==> config.mk <==
export PLATFORM = sky130hd
export DESIGN_NAME = led_scanner_flat
export DESIGN_NICKNAME = d
export VERILOG_FILES = /design/src/rtl/led_scanner_pkg.sv /design/src/rtl/led_scanner_if.sv /design/src/rtl/led_scanner_end_dwell_counter.sv /design/src/rtl/led_scanner.sv /design/src/flat_wrapper.sv
export SDC_FILE = /design/constraint.sdc
export NUM_CORES = 1
export LEC_CHECK = 0
export ABC_AREA = 1
export BUFFER_PORTS_ARGS = -buffer_cell sky130_fd_sc_hd__buf_2
export CAP_MARGIN = 5
export CORE_MARGIN = 2
export CORE_UTILIZATION = 58
export DETAILED_ROUTE_END_ITERATION = 10
export HOLD_SLACK_MARGIN = 0.08
export PLACE_DENSITY_LB_ADDON = 0.08
export SYNTH_ARGS = -nofsm -noshare
export SYNTH_HDL_FRONTEND = slang
export SYNTH_SLANG_ARGS = --single-unit
export TNS_END_PERCENT = 1
==> constraint.sdc <==
create_clock -name clk -period 3.4 [get_ports clk]
set_input_delay 0.17 -clock clk [delete_from_list [all_inputs] [get_ports clk]]
set_output_delay 0.17 -clock clk [all_outputs]
set_load 0.03 [all_outputs]
==> src/rtl/led_scanner_pkg.sv <==
// Shared types and constants for the LED bar scanner.
package led_scanner_pkg;

    // Scanner FSM states.
    typedef enum logic [2:0] {
        StIdle    = 3'd0,
        StUp      = 3'd1,
        StDwellHi = 3'd2,
        StDown    = 3'd3,
        StDwellLo = 3'd4
    } state_e;

    // Direction encoding on the dir output.
    localparam logic DirUp   = 1'b0;
    localparam logic DirDown = 1'b1;

endpackage

==> src/rtl/led_scanner_if.sv <==
// Scanner control/status bundle: step inputs from the prescaler side, LED drive and status out.
interface led_scanner_if #(
    parameter int unsigned N_LEDS = 8,
    parameter int unsigned PW     = $clog2(N_LEDS)
) ();
    logic              en;
    logic              p_e;
    logic [N_LEDS-1:0] leds;
    logic [PW-1:0]     pos;
    logic              dir;
    logic              bounce;

    // Upstream side: enables and steps the scanner, observes the bar.
    modport master (
        output en, p_e,
        input  leds, pos, dir, bounce
    );

    // Scanner side.
    modport slave (
        input  en, p_e,
        output leds, pos, dir, bounce
    );
endinterface

==> src/rtl/led_scanner_end_dwell_counter.sv <==
// Tick-enabled counter shared by both end-dwell states; done flags the last dwell tick.
module led_scanner_end_dwell_counter #(
    parameter int unsigned DWELL = 0
) (
    input  logic clk,
    input  logic rst,
    input  logic clr_i,
    input  logic inc_i,
    output logic done_o
);
    localparam int unsigned CW = (DWELL > 2) ? $clog2(DWELL) : 1;
    localparam logic [CW-1:0] Last = CW'((DWELL > 0) ? DWELL - 1 : 0);

    logic [CW-1:0] cnt_q, cnt_d;

    // Clear wins over increment so a reversal always leaves the count at zero.
    always_comb begin
        cnt_d = cnt_q;
        if (clr_i) begin
            cnt_d = '0;
        end else if (inc_i) begin
            cnt_d = cnt_q + 1'b1;
        end
    end

    // Count register with synchronous reset.
    always_ff @(posedge clk) begin
        if (rst) begin
            cnt_q <= '0;
        end else begin
            cnt_q <= cnt_d;
        end
    end

    assign done_o = (DWELL > 0) && (cnt_q == Last);
endmodule

==> src/rtl/led_scanner.sv <==
// Knight-Rider LED bar scanner: a TAIL-wide lit window bounces between the ends of the bar,
// one step per enabled prescaler tick, optionally dwelling DWELL extra ticks at each end.
module led_scanner
    import led_scanner_pkg::*;
#(
    parameter int unsigned N_LEDS = 8,
    parameter int unsigned TAIL   = 1,
    parameter int unsigned DWELL  = 0
) (
    input  logic          clk,
    input  logic          rst,
    led_scanner_if.slave  bus
);
    localparam int unsigned       PW     = $clog2(N_LEDS);
    localparam int unsigned       MAXP   = N_LEDS - TAIL;
    localparam logic [PW-1:0]     MaxPos = PW'(MAXP);
    localparam logic [N_LEDS-1:0] Window = ~({N_LEDS{1'b1}} << TAIL);

    if (N_LEDS < 2 || TAIL < 1 || TAIL >= N_LEDS) begin : g_bad_params
        $error("led_scanner: need N_LEDS >= 2 and 1 <= TAIL < N_LEDS");
    end

    state_e            state_q, state_d;
    logic [PW-1:0]     pos_q, pos_d;
    logic              dir_q, dir_d;
    logic              bounce_q, bounce_d;
    logic [N_LEDS-1:0] leds_q, leds_d;
    logic              tick;
    logic              cnt_clr, cnt_inc, cnt_done;

    assign tick = bus.en & bus.p_e;

    led_scanner_end_dwell_counter #(
        .DWELL (DWELL)
    ) u_dwell (
        .clk    (clk),
        .rst    (rst),
        .clr_i  (cnt_clr),
        .inc_i  (cnt_inc),
        .done_o (cnt_done)
    );

    // State and output registers; leds, pos and dir always move on the same edge.
    always_ff @(posedge clk) begin
        if (rst) begin
            state_q  <= StIdle;
            pos_q    <= '0;
            dir_q    <= DirUp;
            bounce_q <= 1'b0;
            leds_q   <= '0;
        end else begin
            state_q  <= state_d;
            pos_q    <= pos_d;
            dir_q    <= dir_d;
            bounce_q <= bounce_d;
            leds_q   <= leds_d;
        end
    end

    // Next state, position and direction; without a tick everything holds (freeze when en=0).
    always_comb begin
        state_d = state_q;
        pos_d   = pos_q;
        dir_d   = dir_q;
        cnt_clr = 1'b0;
        cnt_inc = 1'b0;
        unique case (state_q)
            StIdle: begin
                // Leaving idle needs only en, not a tick.
                if (bus.en) begin
                    state_d = StUp;
                    pos_d   = '0;
                    dir_d   = DirUp;
                    cnt_clr = 1'b1;
                end
            end
            StUp: begin
                if (tick) begin
                    if (pos_q != MaxPos) begin
                        pos_d = pos_q + 1'b1;
                    end else if (DWELL > 0) begin
                        state_d = StDwellHi;
                        cnt_clr = 1'b1;
                    end else begin
                        state_d = StDown;
                        dir_d   = DirDown;
                        pos_d   = MaxPos - 1'b1;
                    end
                end
            end
            StDwellHi: begin
                if (tick) begin
                    if (cnt_done) begin
                        state_d = StDown;
                        dir_d   = DirDown;
                        pos_d   = MaxPos - 1'b1;
                        cnt_clr = 1'b1;
                    end else begin
                        cnt_inc = 1'b1;
                    end
                end
            end
            StDown: begin
                if (tick) begin
                    if (pos_q != '0) begin
                        pos_d = pos_q - 1'b1;
                    end else if (DWELL > 0) begin
                        state_d = StDwellLo;
                        cnt_clr = 1'b1;
                    end else begin
                        state_d = StUp;
                        dir_d   = DirUp;
                        pos_d   = PW'(1);
                    end
                end
            end
            StDwellLo: begin
                if (tick) begin
                    if (cnt_done) begin
                        state_d = StUp;
                        dir_d   = DirUp;
                        pos_d   = PW'(1);
                        cnt_clr = 1'b1;
                    end else begin
                        cnt_inc = 1'b1;
                    end
                end
            end
            default: begin
                state_d = StIdle;
                pos_d   = '0;
                dir_d   = DirUp;
            end
        endcase
    end

    // Next LED drive and bounce pulse; bounce fires only when a tick moves pos onto an end.
    always_comb begin
        bounce_d = (state_q != StIdle) && (pos_d != pos_q) &&
                   ((pos_d == '0) || (pos_d == MaxPos));
        leds_d   = (state_d == StIdle) ? '0 : (Window << pos_d);
    end

    assign bus.leds   = leds_q;
    assign bus.pos    = pos_q;
    assign bus.dir    = dir_q;
    assign bus.bounce = bounce_q;
endmodule

==> src/flat_wrapper.sv <==
// flat-port wrapper written by rule: the top's interface ports become plain ports
module led_scanner_flat import led_scanner_pkg::*;
#(
    parameter int unsigned N_LEDS = 8,
    parameter int unsigned TAIL   = 1,
    parameter int unsigned DWELL  = 0
)
  (clk, rst, bus_en, bus_p_e, bus_leds, bus_pos, bus_dir, bus_bounce);
  led_scanner_if #(.N_LEDS(N_LEDS)) bus_i ();
  input  logic clk;
  input  logic rst;
  input wire logic [$bits(bus_i.en)-1:0] bus_en;
  input wire logic [$bits(bus_i.p_e)-1:0] bus_p_e;
  output wire logic [$bits(bus_i.leds)-1:0] bus_leds;
  output wire logic [$bits(bus_i.pos)-1:0] bus_pos;
  output wire logic [$bits(bus_i.dir)-1:0] bus_dir;
  output wire logic [$bits(bus_i.bounce)-1:0] bus_bounce;
  assign bus_i.en = bus_en;
  assign bus_i.p_e = bus_p_e;
  assign bus_leds = bus_i.leds;
  assign bus_pos = bus_i.pos;
  assign bus_dir = bus_i.dir;
  assign bus_bounce = bus_i.bounce;
  led_scanner #(.N_LEDS(N_LEDS), .TAIL(TAIL), .DWELL(DWELL)) u_core (.clk(clk), .rst(rst), .bus(bus_i));
endmodule
# After elaboration in Yosys (flattened, before gate mapping)
# Cells that the tools add are included.
# totals
regBits	16
inputBits	4
word_cells	51
# classes
addsub	2
n_eq_ne	12
n_shift	1
mux	18
bitwise_logic	2
reduce_logical	11
# op_table
cell	n
$mux W3	10
$pmux W3 S4	2
$logic_not A3 Y1	3
$shl A1 B3 Y8 const A	1
$eq A3 B2 Y1 const B	2
$eq A3 B3 Y1 const B	2
$ne A2 B2 Y1 const B	3
$reduce_and A6 Y1	1
$reduce_bool A3 Y1	2
$mux W1	5
$ne A2 B1 Y1 const B	2
$pmux W1 S4	1
$reduce_or A2 Y1	2
$add A3 B1 Y3 const B	1
$eq A3 B1 Y1 const B	1
$ne A3 B3 Y1	1
$ne A3 B3 Y1 const B	1
$sub A3 B1 Y3 const B	1
$logic_and A1 B1 Y1	2
$and A1 B1 Y1	1
$logic_or A1 B1 Y1	1
$not A1 Y1	1

# Logic depth before layout (Yosys ltp)
# Gate-level depths: netlist of the first run.
# logic_depth
ltp_word	7
mapped_depth	14
depth_no_buf	14

# Hierarchy
# A second synthesis of the first run with hierarchy kept.
# unflattened
hier_cells	175
area_unflattened_um2	1063.5
# by_module_without_submodules
module	n_inst	cells_each	area_per_inst_um2	seq_area_each_um2
led_scanner	1	173	1052.3	320.3
led_scanner_end_dwell_counter	1	2	11.3	0.0

# Worst setup path before layout of the first run
# No wires, ideal clock.
# synth_timing
path_type	register to register
start	register u_core.pos_q[1], in the netlist u_core.bus.pos[1]
end	register u_core.bounce_q, in the netlist u_core.bus.bounce
setup_ns	0.064
arrival_ns	1.654
slack_ns	1.682
path_stages_with_launch	14
path_buffers	0
cell_sequence	dfxtp_1 inv_1 ha_1 inv_1 nand2_1 nand2_4 nand2_2 nand2_4 nand2_4 nor2_4 nand2_1 nand2_1 nand2_1 nor2_1
# synth_between
elab_chain_cells	7
# synth_rtl
item	line_no	source
start, declared	led_scanner.sv:24	logic [PW-1:0] pos_q, pos_d;
start signal, assigned	led_scanner.sv:53	pos_q <= pos_d;
$sub A3 B1 Y3, or another cell as far along	led_scanner.sv:106	pos_d = pos_q - 1'b1;
$mux W3 (on tied branches)	led_scanner.sv:105, led_scanner.sv:79	
$mux W3 (on tied branches)	led_scanner.sv:104, led_scanner.sv:78	
$pmux W3 S4	led_scanner.sv:67	unique case (state_q)
$ne A3 B3 Y1, or another cell as far along	led_scanner.sv:139	bounce_d = (state_q != StIdle) && (pos_d != pos_q) &&
$logic_and A1 B1 Y1 or $logic_or A1 B1 Y1 (tied branches)	led_scanner.sv:139, led_scanner.sv:140	
$logic_and A1 B1 Y1 *	led_scanner.sv:139	
end signal, assigned	led_scanner.sv:55	bounce_q <= bounce_d;
end, declared	led_scanner.sv:26	logic bounce_q, bounce_d;
# Mark *: on every way between the ends. The rest lies on a longest branch, timed or not.
# A chain may end at the register's enable or synchronous reset.

# Final worst setup path of the first run
# layout_timing
start	register u_core.pos_q[1], in the netlist u_core.bus.pos[1]
end	register u_core.leds_q[0], in the netlist u_core.bus.leds[0]
# layout_between
elab_chain_cells	6
# layout_rtl
item	line_no	source
parallel branches: the longest is 6 deep, another holds $sub A3 B1 Y3	--	
end signal, assigned	led_scanner.sv:56	leds_q <= leds_d;
end, declared	led_scanner.sv:27	logic [N_LEDS-1:0] leds_q, leds_d;
# Several ways; the timed one is not identified.

==> results of run 1 <==
## final timing paths
check | from | end | slack, ns | cells after the start
worst max-delay path | u_core.bus.pos[1] | u_core.bus.leds[0] | 1.76 | 9
worst min-delay path | rst | u_core.bus.pos[1] | 0.15 | 2
worst max register to register | u_core.bus.pos[1] | u_core.bus.leds[0] | 1.76 | 9
worst min register to register | u_core.bus.dir | u_core.bus.dir | 0.47 | 2
## per-layer routing
metal  vias to the layer above  routed length (um)  part of all wire  global-route usage
met2                        16                1020              0.50               0.414
met1                       415                 928              0.45               0.303
met4                         0                  39             0.019               0.100
li1                        472                   -                 -                   -
met5                         -                   0                 0                   0
met3                         6                  52             0.025              0.0280
## cell type report
cell class / instances / area, um2 / share of cell area
repair buffers: 16 / 80.1 / 0.0728
clock buffers: 3 / 22.5 / 0.0205
well taps: 16 / 20.0 / 0.0182
multi-input cells: 101 / 571 / 0.519
inverters: 23 / 86.3 / 0.0785
flip-flops and latches: 16 / 320 / 0.291
## cells in the mapped netlist
cell type,number
o21ai_0,3
inv_1,18
nand3_1,10
o311ai_1,1
a221oi_1,1
ha_1,3
dfxtp_1,16
nand4_1,1
nand2_4,6
o21ai_2,1
or2_0,1
nand2_2,9
nor2_1,18
nand3_2,2
nor2_4,4
o211ai_1,1
nand2_1,34
a21oi_2,2
inv_2,5
a21oi_1,4
## cell usage in the layout, fill, tap and decap left out
master	instances
nand2_1	34
inv_1	18
nor2_1	18
buf_2	16
dfxtp_1	16
nand3_1	10
nand2_2	9
nand2_4	6
inv_2	5
a21oi_1	4
nor2_4	4
o21ai_0	3
ha_1	3
clkbuf_4	3
nand3_2	2
a21oi_2	2
o21ai_2	1
o311ai_1	1
or2_0	1
o211ai_1	1
nand4_1	1
a221oi_1	1
## cells by family (layout without fill, tap and decap cells)
group / count (synthesis) / in the layout / synth area share
DFF: 16 / 16 / 0.328
and+or+nand+nor: 85 / 85 / 0.457
buffers and inverters: 23 / 42 / 0.0883
AOI/OAI and AO/OA: 13 / 13 / 0.0884
adders and majority gates: 3 / 3 / 0.0384
## metrics by stage
step	setup slack (ns)	utilization	instance area, um2	hold slack, ns	power [mW]
final	1.76	0.713	1100	0.145	0.326
after global routing	1.58	0.713	1100	0.133	0.343
after CTS	1.76	0.713	1100	0.136	0.329
after detailed placement	1.78	0.699	1080	0.429	0.240
after global placement	1.80	0.699	1080	0.434	0.239
after floorplan	1.68	-	977	0.242	0.229
## report_power, final
group | switching (mW) | total [mW] | leakage (nW) | internal (mW)
registers | 0.00271 | 0.193 | 0.130 | 0.190
logic | 0.0310 | 0.0439 | 0.483 | 0.0129
clock network | 0.0485 | 0.0894 | 0.0138 | 0.0410
## state kept, by name (all words and copies together), names as in the netlist
register,flops
u_core.bus.bounce,1
u_core.bus.leds,8
u_core.bus.dir,1
u_core.bus.pos,3
u_core.state_q,3
## worst max-delay path, delay by kind of cell, from the launching register on
| kind | cells | cell delay, ns |
|---|---|---|
| simple gates | 7 | 0.77 |
| flops | 1 | 0.44 |
| fa+ha+maj | 1 | 0.29 |
| compound gates | 1 | 0.09 |
==> flow_summary.ini, run 1 <==
[floorplan]
die_h_um = 45.0
core.rowCount = 14
core_mm2 = 0.00154
die_area_mm2 = 0.00203
initial_utilization = 0.634
die_w_um = 45.0
io_pins = 17

[timing]
finalCritPeriodShare = 0.484
worst_slew_pin_slew_ns = 0.283
hold_violations = 0
tns_ns = 0
period_minus_slack_ns = 1.64
rsz0062_at_grt = false
setup_violations = 0
slew-limit-headroom = 0.809
maxSlewViolCount = 0
max_freq_mhz = 608
clock_skew_ns = 0.00335

[final_layout]
drive_above_1_share = 0.302
instances_no_fill = 175
num_antenna_cells = 0
fillers = 126
syn_to_final_growth_pct = 12.5
layout.nets = 168

[synth]
syn_avg_cell_area_um2 = 6.98
synth_top_area_share = 0.328
synth-seq-cells = 16
ys_types = 20
synth_top_area_cell = dfxtp_1
synth_area_leaders = dfxtp_1 (33%), nand2_1 (13%), inv_1 (6.9%), nor2_1 (6.9%), nand2_4 (6.9%)
ys_seq_area_frac = 0.328
yosys_warnings = 0
synthesis.nets = 147
syn_area_um2 = 977
synth_cells = 140

[cts]
cts_buffers = 3
worstSkewPairLatency_ns = 0.27
holdBufCountCts = 0
cts.sinks = 16
cts_root_buffer = clkbuf_4
cts_tree = yes
cts_resized = 0
cts_setup_buffers = 0
clkTransAtPathRegs_ns = 0.08
h-tree-depth = 1
clock_path_buffers = 2

[worst_setup_path]
cp_slowest_cell = dfxtp_1
critPathMaxFanout = 5
start_kind = register
critPathMaxStageDelay_ns = 0.44
path_cells = ha_1 > nand2_1 > nor2_1 > nand2_1 > o311ai_1 > nand2_1 > nand2_1 > nand2_1 > nor2_1
required_ns = 3.61
cp_common_cell = nand2_1
critical_path.endpoint_type = register
critPathArrivalTime_ns = 1.85
crit_type = register to register

[detailed_routing]
routed_wl_um = 2040
wl_per_cell_um = 11.7
drtIter0Drc = 18
viasPerCell = 5.19
ant_nets = 0
num_vias = 909
drc = 0
dr.pass1.iters = 4

[power_and_ir_drop]
power.leakage_nw = 0.626
ir_drop_uv = 286
power.density_mw_per_mm2 = 296

[place]
place_hpwl_um = 1650
globalplace.congestion = 0.911
port_buffers = 16
dp_cells = 172

[flow_run]
maxCapViolCount = 0

[status]
outcome = finished clean

[global_route]
grt_start_max_net_pins = 9
gr-total-overflow = 0
grt_pass1_vias = 880
grt_pass1_wl_um = 3590
grt_antenna_before_repair = 0
grt_use_total = 0.241

[worst_hold_path]
hold_class = input port to register
(Power assumes the default switching activity.)
==> inputs of run 2 (changes only) <==
CORE_UTILIZATION = 48   (was 58)
clock period = 1.5 ns   (was 3.4 ns; I/O delays follow)
==> flow_summary.ini, run 2 (synthesis results as in run 1) <==
[detailed_routing]
drc = 0
wl_per_cell_um = 11.6
drtIter0Drc = 9
dr.pass1.iters = 4
ant_nets = 0
num_vias = 937
routed_wl_um = 2260
viasPerCell = 4.81

[timing]
maxSlewViolCount = 0
rsz0062_at_grt = true
slew-limit-headroom = 0.791
hold_ws_ns = 0.164
clock_skew_ns = 0.000852
max_freq_mhz = 673
hold_violations = 0
setup_violations = 0
period_minus_slack_ns = 1.49
worst_slew_pin_slew_ns = 0.313
finalCritPeriodShare = 0.991
tns_ns = 0

[final_layout]
drive_above_1_share = 0.429
layout_common_cells = nand2_1 (32), nor2_1 (17), buf_2 (16), inv_1 (15), dfxtp_1 (10)
regArea_um2 = 333
multi_input_area_um2 = 641
fillers = 183
fin_area_mm2 = 0.00127
syn_to_final_growth_pct = 30.0
mostFrequentLayoutCell = nand2_1
layout.nets = 176
largest_reg_flops = 8
num_antenna_cells = 0

[worst_setup_path]
critPathBufInv = 2
start_kind = register
path_cells = inv_4 > ha_4 > inv_1 > nand2_2 > nand2_4 > nand2_4 > nand2_4 > a21oi_4 > nand2_1 > nand2_1 > nand2_1 > nor2_1
critical_path.endpoint_type = register
critPathArrivalTime_ns = 1.70
cp_slowest_cell = dfxtp_4
critPathTopFamily = simple AND/OR/NAND/NOR gates
critPathMaxFanout = 3
critPathMaxStageDelay_ns = 0.39
r2r_slack_ns = 0.01
required_ns = 1.72
crit_type = register to register

[power_and_ir_drop]
p_seq_frac = 0.564
p_clk_frac = 0.288
power.density_mw_per_mm2 = 606
p_int_mw = 0.562
swShare = 0.269
ir_drop_uv = 466
p_comb_frac = 0.148
power.leakage_nw = 0.676
p_switching_mw = 0.207

[worst_hold_path]
hold_class = input port to register

[global_route]
grt_pass1_wl_um = 3550
grt_use_total = 0.184
grt_pass1_vias = 818
grt_start_max_net_pins = 10
gr-total-overflow = 0
grt_antenna_before_repair = 0

[flow_run]
maxCapViolCount = 0

[status]
outcome = finished clean

[cts]
h-tree-depth = 1
clock_path_buffers = 2
cts_buffers = 3
cts_tree = yes
clkTransAtPathRegs_ns = 0.09
worstSkewPairLatency_ns = 0.27
cts_root_buffer = clkbuf_4
cts.sinks = 16

[place]
place_hpwl_um = 1690
dpl-instance-area_mm2 = 0.00113
globalplace.congestion = 0.841
port_buffers = 16

[floorplan]
core.rowCount = 16
core_mm2 = 0.00194
die_h_um = 49.1
initial_utilization = 0.503
die_area_mm2 = 0.00241
die_w_um = 49.1
io_pins = 17
[run 2: cell types whose count changed in the layout (fill, tap and decap cells not counted), sizes merged]
cell,previous run,this run
dlygate4sd3,0,1
clkinv,0,1
buf,16,23
[run 2: path summary, 6_finish.rpt]
check | endpoint | from | cells after the start
worst max-delay path | u_core.bus.bounce | u_core.bus.pos[0] | 12
worst min-delay path | u_core.state_q[0] | bus_en | 3
worst max register to register | u_core.bus.bounce | u_core.bus.pos[0] | 12
worst min register to register | u_core.bus.dir | u_core.bus.dir | 2
[run 2: stage by stage]
step	power (mW)	setup WS, ns	cells	util
6_report	0.770	0.0135	195	0.654
2_1_floorplan	0.515	0.00345	140	-
3_5_place_dp	0.542	-0.0546	187	0.581
5_1_grt	0.809	-0.0990	195	0.654
4_1_cts	0.766	-0.0350	193	0.613
3_3_place_gp	0.541	-0.0107	187	0.581
[run 2: what timing repair did]
item	CTS	global route
gates resized for setup	7	17
hold buffers	1	0
endpoints found under the hold margin	3	0
setup endpoints to repair	9	10
pin swaps	1	12
buffers inserted	1	2
[run 2: routing by layer]
metal,vias up,track usage,share of wire
met2,15,0.318,0.49
met3,2,0.0276,0.028
li1,490,-,-
met4,0,0.0429,0.0062
met5,-,0,0
met1,430,0.241,0.47
[run 2: layout make-up]
| cell class | count | area share |
|---|---|---|
| clock buffer | 3 | 0.0177 |
| tap | 27 | 0.0266 |
| inverter | 23 | 0.0739 |
| multi-input combinational | 101 | 0.504 |
| sequential | 16 | 0.262 |
| clock inverter | 1 | 0.00296 |
| timing repair buffer | 24 | 0.112 |
[run 2: worst min-delay path, cell delays in order]
cell and delay [ns]:
buf_2 0.13, nand3_2 0.10, a21oi_1 0.09
[run 2: power by group through the flow]
stage	sequential, mW	clock (mW)	combinational (mW)
after floorplan	0.451	0	0.0643
after global placement	0.443	0	0.0989
after detailed placement	0.443	0	0.0990
after CTS	0.433	0.230	0.103
after global routing	0.435	0.249	0.125
final	0.434	0.222	0.114
==> inputs of run 3 (changes only) <==
CORE_MARGIN = not set   (was 2)
CORE_UTILIZATION = 49   (was 48)
SYNTH_HIERARCHICAL = 1   (was not set)
==> flow_summary.ini, run 3 <==
[final_layout]
num_antenna_cells = 0
layout_common_cells = nand2_1 (51), nor2_1 (30), inv_1 (17), buf_2 (16), buf_4 (16)
largest_reg_flops = 8
fin_area_mm2 = 0.00136
layout.nets = 216
mostFrequentLayoutCell = nand2_1
fillers = 205
drive_above_1_share = 0.314
syn_to_final_growth_pct = 29.3

[cts]
cts.sinks = 16
clkTransAtPathRegs_ns = 0.09
cts_buffers = 3
cts_tree = yes
clock_path_buffers = 2
worstSkewPairLatency_ns = 0.28
h-tree-depth = 1
cts_root_buffer = clkbuf_4

[floorplan]
initial_utilization = 0.530
die_w_um = 48.3
core.rowCount = 16
die_area_mm2 = 0.00233
core_mm2 = 0.00198
io_pins = 17
die_h_um = 48.3

[place]
globalplace.congestion = 0.892
place_hpwl_um = 2010
place_ws_ns = -0.140
dpl-instance-area_mm2 = 0.00130
port_buffers = 16

[timing]
period_minus_slack_ns = 1.67
fin_ws_ns = -0.169
hold_violations = 0
setup_violations = 12
finalCritPeriodShare = 1.11
max_freq_mhz = 599
clock_skew_ns = 0.00113
rsz0062_at_grt = true
tns_ns = -1.19
maxSlewViolCount = 0

[global_route]
grt_antenna_before_repair = 0
gr-total-overflow = 0
grt_use_total = 0.246
use_met1 = 0.333
grt_pass1_wl_um = 4580
met3_usage = 0.0503
grt_start_max_net_pins = 10
met2_usage = 0.401
top_usage_layer = met2
grt_pass1_vias = 1095

[worst_setup_path]
critPathArrivalTime_ns = 1.89
crit_type = register to register
critPathMaxFanout = 4
timing.rr.start = u_core/bus.pos[1]
start_kind = register
required_ns = 1.72
critPathMaxStageDelay_ns = 0.36
cp_common_cell = nor2_1
critical_path.endpoint_type = register
cp_slowest_cell = dfxtp_4
path_cells = inv_4 > ha_4 > ha_4 > inv_2 > nand2_2 > nor2_2 > nor2_1 > nor2_1 > nand3_2 > inv_2 > nand3_2 > nand2_1 > nand2_1 > nor2_1
startpoint = u_core/bus.pos[1]

[detailed_routing]
num_vias = 1168
dr.pass1.iters = 5
drc = 0
routed_wl_um = 2520
viasPerCell = 4.99
drtIter0Drc = 38
ant_nets = 0
wl_per_cell_um = 10.8

[power_and_ir_drop]
power_mw = 0.804
power.leakage_nw = 0.764
ir_drop_uv = 635
power.density_mw_per_mm2 = 592

[synth]
synth_cells = 172
syn_avg_cell_area_um2 = 6.11
synthesis.nets = 180
syn_area_mm2 = 0.00105
yosys_warnings = 6

[flow_run]
maxCapViolCount = 0

[worst_hold_path]
hp-start = bus_en
hold_class = input port to register

[status]
violations = negative setup slack
outcome = finished with violations
## run 3: path summary, 6_finish.rpt
| check | to | slack, ns | cells after the start |
|---|---|---|---|
| setup / recovery | u_core/bus.bounce | -0.17 | 14 |
| hold / removal | u_core/state_q[0] | 0.23 | 5 |
| setup reg to reg | u_core/bus.bounce | -0.17 | 14 |
| hold reg to reg | u_core/bus.dir | 0.49 | 2 |
## run 3: through the flow
stage          cells  hold WS (ns)   util
4_1_cts          234         0.230  0.678
3_5_place_dp     228         0.313  0.656
3_3_place_gp     228         0.311  0.656
6_report         234         0.233  0.686
2_1_floorplan    172         0.138      -
5_1_grt          234         0.276  0.686
## run 3: critical path: cells and delay by family (launching register included)
kind | cells | cell delay, ns
adders and majority gates | 2 | 0.32
DFF | 1 | 0.36
buffers and inverters | 3 | 0.21
and+or+nand+nor | 9 | 0.72
## run 3: where the power goes
| group | switching [mW] | internal (mW) |
|---|---|---|
| Clock | 0.125 | 0.103 |
| Combinational | 0.0884 | 0.0519 |
| Sequential | 0.00561 | 0.430 |
| Total | 0.219 | 0.585 |
## run 3: layout make-up
type                       instances  area (um2)  share of cell area
multi-input combinational        131         668               0.492
sequential                        16         329               0.242
timing repair buffer              33         210               0.155
inverter                          23        91.3              0.0672
tap                               27        33.8              0.0249
clock buffer                       4        26.3              0.0193
## run 3: what timing repair did
action                                 4_1_cts  5_1_grt
hold buffers                                 1        0
pin swaps                                    7        3
setup buffers                                1        0
setup endpoints to repair                   12       14
gates resized for setup                      0        6
endpoints found under the hold margin        4        0
## run 3: routing by layer
metal  vias up  wire [um]
li1        601          -
met1       526       1190
met2        39       1170
met3         2        137
met4         0         12
met5         -          0
